<file path="src/rtl/phase_cfg_pkg.sv">
// phase_cfg_pkg: shared FSM state type and default time limits for the phase-time configurator
package phase_cfg_pkg;

    typedef enum logic [1:0] {
        IDLE   = 2'd0,
        HELD   = 2'd1,
        REPEAT = 2'd2
    } chan_state_e;

    localparam int T_MIN_DEFAULT  = 7;
    localparam int T_MAX_DEFAULT  = 61;
    localparam int T_INIT_DEFAULT = 10;

endpackage

</file>
<file path="src/rtl/phase_time_chan.sv">
// phase_time_chan: one channel's press/hold/auto-repeat FSM driving a saturating time register
module phase_time_chan
    import phase_cfg_pkg::*;
#(
    parameter int TW         = 6,
    parameter int T_MIN      = T_MIN_DEFAULT,
    parameter int T_MAX      = T_MAX_DEFAULT,
    parameter int T_INIT     = T_INIT_DEFAULT,
    parameter int HOLD_TICKS = 3
) (
    input  logic          clk_i,
    input  logic          rst_i,
    input  logic          tick_i,
    input  logic          lock_i,
    input  logic          add_i,
    input  logic          sub_i,
    input  logic          add_prev_i,
    input  logic          sub_prev_i,
    input  logic          raw_idle_i,
    output logic [TW-1:0] time_o,
    output logic          chg_o,
    output logic          sat_o
);

    localparam int HW = (HOLD_TICKS < 1) ? 1 : $clog2(HOLD_TICKS + 1);

    chan_state_e   state_q, state_d;
    logic [HW-1:0] hold_q, hold_d, hold_inc;
    logic [TW-1:0] time_q, time_d;
    logic          up_q, up_d, arm_q, arm_d, chg_q, chg_d, sat_q, sat_d;
    logic          add_press, sub_press, start, keep, step, dir_up, at_lim;

    // arm stays low after reset until both raw keys are seen released, so a key held through reset never counts as a press
    assign add_press = add_i & ~add_prev_i;
    assign sub_press = sub_i & ~sub_prev_i;
    assign start     = arm_q & ~lock_i & ((add_press & ~sub_i) | (sub_press & ~add_i));
    assign keep      = ~lock_i & (up_q ? add_i : sub_i) & ~(add_i & sub_i);
    assign hold_inc  = hold_q + 1'b1;

    // state register
    always_ff @(posedge clk_i or posedge rst_i) begin
        if (rst_i) begin
            state_q <= IDLE;
        end else begin
            state_q <= state_d;
        end
    end

    // next state: a press enters HELD, enough held ticks enter REPEAT, losing the key drops to IDLE
    always_comb begin
        state_d = state_q == IDLE ? (start ? HELD : IDLE)
                : !keep ? IDLE
                : (state_q == REPEAT) || (tick_i && hold_inc == HW'(HOLD_TICKS)) ? REPEAT
                : HELD;
    end

    // outputs: saturating step on press or repeat tick, hold counting while in HELD
    always_comb begin
        step   = (state_q == IDLE && start) || (state_q == REPEAT && keep && tick_i);
        dir_up = state_q == IDLE ? add_press : up_q;
        at_lim = dir_up ? time_q == TW'(T_MAX) : time_q == TW'(T_MIN);
        time_d = step && !at_lim ? (dir_up ? time_q + 1'b1 : time_q - 1'b1) : time_q;
        chg_d  = step & ~at_lim;
        sat_d  = step & at_lim;
        up_d   = state_q == IDLE && start ? add_press : up_q;
        hold_d = state_q != HELD ? '0 : keep && tick_i ? hold_inc : hold_q;
        arm_d  = arm_q | raw_idle_i;
    end

    // datapath registers
    always_ff @(posedge clk_i or posedge rst_i) begin
        if (rst_i) begin
            time_q <= TW'(T_INIT);
            hold_q <= '0;
            up_q   <= 1'b0;
            arm_q  <= 1'b0;
            chg_q  <= 1'b0;
            sat_q  <= 1'b0;
        end else begin
            time_q <= time_d;
            hold_q <= hold_d;
            up_q   <= up_d;
            arm_q  <= arm_d;
            chg_q  <= chg_d;
            sat_q  <= sat_d;
        end
    end

    assign time_o = time_q;
    assign chg_o  = chg_q;
    assign sat_o  = sat_q;

endmodule

</file>
<file path="src/rtl/phase_time_cfg.sv">
// phase_time_cfg: N_CH independent key-driven time settings with hold-to-repeat and saturation
module phase_time_cfg
    import phase_cfg_pkg::*;
#(
    parameter int N_CH       = 6,
    parameter int TW         = 6,
    parameter int T_MIN      = T_MIN_DEFAULT,
    parameter int T_MAX      = T_MAX_DEFAULT,
    parameter int T_INIT     = T_INIT_DEFAULT,
    parameter int DIV        = 5,
    parameter int HOLD_TICKS = 3
) (
    input  logic                 sys_clk,
    input  logic                 sys_rst,
    input  logic [N_CH-1:0]      key_add,
    input  logic [N_CH-1:0]      key_sub,
    input  logic                 cfg_lock,
    output logic [N_CH*TW-1:0]   times,
    output logic [N_CH-1:0]      chg,
    output logic [N_CH-1:0]      sat
);

    localparam int CW = $clog2(DIV);

    logic [CW-1:0]   div_q, div_d;
    logic            tick;
    logic [N_CH-1:0] add_key_q, sub_key_q, add_prev_q, sub_prev_q;

    assign tick  = div_q == CW'(DIV - 1);
    assign div_d = tick ? '0 : div_q + 1'b1;

    // repeat-tick divider and key registers; prev copies give rising-edge press detection
    always_ff @(posedge sys_clk or posedge sys_rst) begin
        if (sys_rst) begin
            div_q      <= '0;
            add_key_q  <= '0;
            sub_key_q  <= '0;
            add_prev_q <= '0;
            sub_prev_q <= '0;
        end else begin
            div_q      <= div_d;
            add_key_q  <= key_add;
            sub_key_q  <= key_sub;
            add_prev_q <= add_key_q;
            sub_prev_q <= sub_key_q;
        end
    end

    for (genvar i = 0; i < N_CH; i++) begin : g_ch
        phase_time_chan #(
            .TW         (TW),
            .T_MIN      (T_MIN),
            .T_MAX      (T_MAX),
            .T_INIT     (T_INIT),
            .HOLD_TICKS (HOLD_TICKS)
        ) u_chan (
            .clk_i      (sys_clk),
            .rst_i      (sys_rst),
            .tick_i     (tick),
            .lock_i     (cfg_lock),
            .add_i      (add_key_q[i]),
            .sub_i      (sub_key_q[i]),
            .add_prev_i (add_prev_q[i]),
            .sub_prev_i (sub_prev_q[i]),
            .raw_idle_i (~(key_add[i] | key_sub[i])),
            .time_o     (times[i*TW +: TW]),
            .chg_o      (chg[i]),
            .sat_o      (sat[i])
        );
    end

endmodule

</file>
<file path="config.mk">
export PLATFORM = sky130hd
export DESIGN_NAME = phase_time_cfg
export DESIGN_NICKNAME = d
export VERILOG_FILES = /design/src/rtl/phase_cfg_pkg.sv /design/src/rtl/phase_time_chan.sv /design/src/rtl/phase_time_cfg.sv
export SDC_FILE = /design/constraint.sdc
export NUM_CORES = 1
export LEC_CHECK = 0
export ABC_AREA = 0
export CORE_AREA = 3 3 110 112
export CTS_CLUSTER_DIAMETER = 40
export CTS_CLUSTER_SIZE = 24
export DETAILED_ROUTE_END_ITERATION = 8
export DIE_AREA = 0 0 113 115
export PLACE_DENSITY = 0.75
export RECOVER_POWER = 50
export SETUP_SLACK_MARGIN = 0.3
export SYNTH_ARGS = -nofsm -noshare
export SYNTH_HDL_FRONTEND = slang
export SYNTH_SLANG_ARGS = --single-unit
</file>
<file path="constraint.sdc">
create_clock -name sys_clk -period 3.34 [get_ports sys_clk]
set_input_delay 0.501 -clock sys_clk [delete_from_list [all_inputs] [get_ports sys_clk]]
set_output_delay 0.501 -clock sys_clk [all_outputs]
set_load 0.1 [all_outputs]
</file>
==> metrics.txt <==
Post-Syn Instances 535; Post-synth EDFFs 0; grt met1 use 21.7%; FF-to-FF Start g_ch[1].u_chan.state_q[1]; measured slew at the worst slew-check pin 1450 ps; Iter 0 DRT Violations 206; combinational share of power 47.7%; Routed Antenna Nets 0; Clock Power Share 19.3%; CP max FO 7; Final setup viols 0; GR Util met3 2.79%; Worst Path Arrival 3140 ps; TritonRoute pass-1 iters 4; period utilisation layout 87.1%; FP Rows 39; CTS root buffer clkbuf_16; Die H 115 um; status complete, no violations; Inserted Clock Buffers 9; Layout Nets 622; Main synth FF type dfrtp_1; P_leak 2.70 nW; Hold Violations, Final 0; detailed placement HPWL 7.49 mm; max_slew headroom 3.40%; RSZ-0062 raised after global routing no; synth cell count leaders dfrtp_1, nand2_1, nor2_1, xnor2_1, inv_1; met2 GRT Util 29.5%; flops & latches, synth 111; initial antenna violation count 0; synth warn 0; count leader, synth dfrtp_1; I/O Buffers 62; Pins Over Slew Limit 0; # diodes 0; Congestion Overflow GR 0; vias in the first global route 4003; critical path launch point g_ch[1].u_chan.state_q[1]; Net Sw Power 0.00312 W; core area 11300 um^2; synth top area cells dfrtp_1, dfstp_2, xnor2_1; clk buf depth 2; post-layout min period 2910 ps; post-synthesis cell area 5710 um^2; routed wire length 10.7 mm; flop2flop setup slack 430 ps; clk slew on worst S/H paths 70 ps; hold_ws 437 ps; clock latency on the worst-skew pair 350 ps; synthesized area per cell 10.7 um^2; Seq/Total Area, Yosys 48.9%; sequential power share 33.0%; Total Neg Setup Slack 0 ps; DRC viols 0; asr flop ratio synth 100%; synth unique cells 48; num ports 63; Initial Util 50.5%; die width 113 um; largest net degree at the start of global routing 112; CTS sink cnt 111; DR vias/cell 5.49; first-pass GRT wire length 18.4 mm; Area Growth Syn to Fin 17.0%; Seq. cell area 2790 um^2; GRT Overall Usage 17.2%; layout cells sized above 1 17.2%; top cell type's share of synthesized area 43.4%; VDD IR max 0.831 mV; Multi-input gate area 2650 um^2; HP Start sub_key_q[0]; Critical Path RT 3570 ps; cts hold-fix bufs 0; area leader, netlist dfrtp_1; syn nets 570; max cap viols 0; Sw Ratio 49.9%; Pint 0.00313 W; placer congestion estimate 0.854; CP startpoint kind flop; kind of critical path reg2reg; fmax 344 MHz; Die ar. 13000 um^2; HP Class reg2reg; Final Skew 5.16 ps; fill count 933; pwr dens 935 nW/um^2; routed len/inst 14.5 um; CTS tree yes; H-tree depth 3; crit end category flop; DR vias 4033; GR peak layer met2
[flip-flops by register name, summed over array words and instances, names as in the netlist]
register and cells:
g_ch.u_chan.chg_o 6, g_ch.u_chan.time_o 36, sub_prev_q 6, g_ch.u_chan.state_q 12, g_ch.u_chan.arm_q 6, g_ch.u_chan.sat_o 6
sub_key_q 6, add_prev_q 6, g_ch.u_chan.up_q 6, add_key_q 6, div_q 3, g_ch.u_chan.hold_q 12
[cells by family after synthesis]
kind of cell	count (synthesis)	synth area share, %
adders and majority gates	20	4.38
DFF	111	48.9
and+or+nand+nor	200	19.3
buffers and inverters	56	4.99
muxes	13	2.43
xor gates and xnor gates	42	6.44
AOI/OAI and AO/OA	93	13.6
[through the flow]
stage / cells / utilization (%) / cell area, um^2 / power (W) / worst slack (ps)
floorplan: 535 / - / 5720 / 0.00446 / 518
global placement: 714 / 55.7 / 6310 / 0.00500 / 452
detailed placement: 714 / 55.7 / 6310 / 0.00507 / 328
CTS: 730 / 58.7 / 6650 / 0.00628 / 320
global route: 735 / 59.0 / 6680 / 0.00654 / 279
finish: 735 / 59.0 / 6680 / 0.00625 / 429
[critical path, stage by stage, from the launching register on]
cell and delay [ps]:
dfrtp_1 420, or4b_1 590, and2_0 280, xnor2_2 210, inv_1 70, ha_1 190, nor4bb_1 140, and4_1 240
a211oi_4 310, o21ai_0 190, xnor2_1 150
[final timing paths]
check / to / cells past startpoint
setup / recovery: g_ch[1].u_chan.time_o[4] / 10
hold / removal: sub_prev_q[0] / 0
setup reg to reg: g_ch[1].u_chan.time_o[4] / 10
hold reg to reg: sub_prev_q[0] / 0
max in group asynchronous: g_ch[5].u_chan.time_o[0] / 3
min in group asynchronous: g_ch[0].u_chan.time_o[0] / 3
[repair_timing]
item	in CTS	in global routing
setup buffers	0	5
gates resized for setup	0	3
setup endpoints to repair	0	8
[power groups by stage]
stage          Clock (W)  Sequential, W  Combinational (W)
2_1_floorplan          0        0.00352           0.000941
3_3_place_gp           0        0.00206            0.00294
3_5_place_dp           0        0.00208            0.00298
4_1_cts          0.00123        0.00206            0.00299
5_1_grt          0.00128        0.00213            0.00314
6_report         0.00120        0.00206            0.00298
[layer usage]
metal | wire length [um] | part of all wire [%]
met1 | 4890 | 46
met2 | 5230 | 49
met3 | 352 | 3.3
met4 | 196 | 1.8
met5 | 0 | 0
[placed cells by master (no fill, tap or decap), types with 5 or more instances in the layout]
master            n
or4_1             6
inv_1            26
o211ai_1         12
o31ai_1           6
nor4_1           10
clkdlybuf4s50_1  26
xnor2_1          35
nand3_1          18
a2111oi_2         5
a21oi_1          13
nor4b_1           6
o21bai_1          6
nand2_1          45
nor2b_1          15
o21ai_2          10
nor3_1           16
o21ai_0          21
ha_1             20
or4b_4            5
mux2i_1           6
dfstp_2          12
nor2_1           44
and3b_1           5
clkbuf_16         9
xor2_1            6
mux2_2            7
nor3b_1           6
buf_4            30
dfrtp_1          99
a31oi_1           6
nand2b_1          6
dlygate4sd3_1    13
[cell type report]
| cell class | count | area share [%] |
|---|---|---|
| clock buffer | 10 | 3.43 |
| timing repair buffer | 70 | 9.32 |
| inverter | 27 | 1.57 |
| clock inverter | 6 | 1.63 |
| sequential | 111 | 41.8 |
| tap | 143 | 2.68 |
| multi-input combinational | 368 | 39.6 |
(Power assumes the default switching activity.)
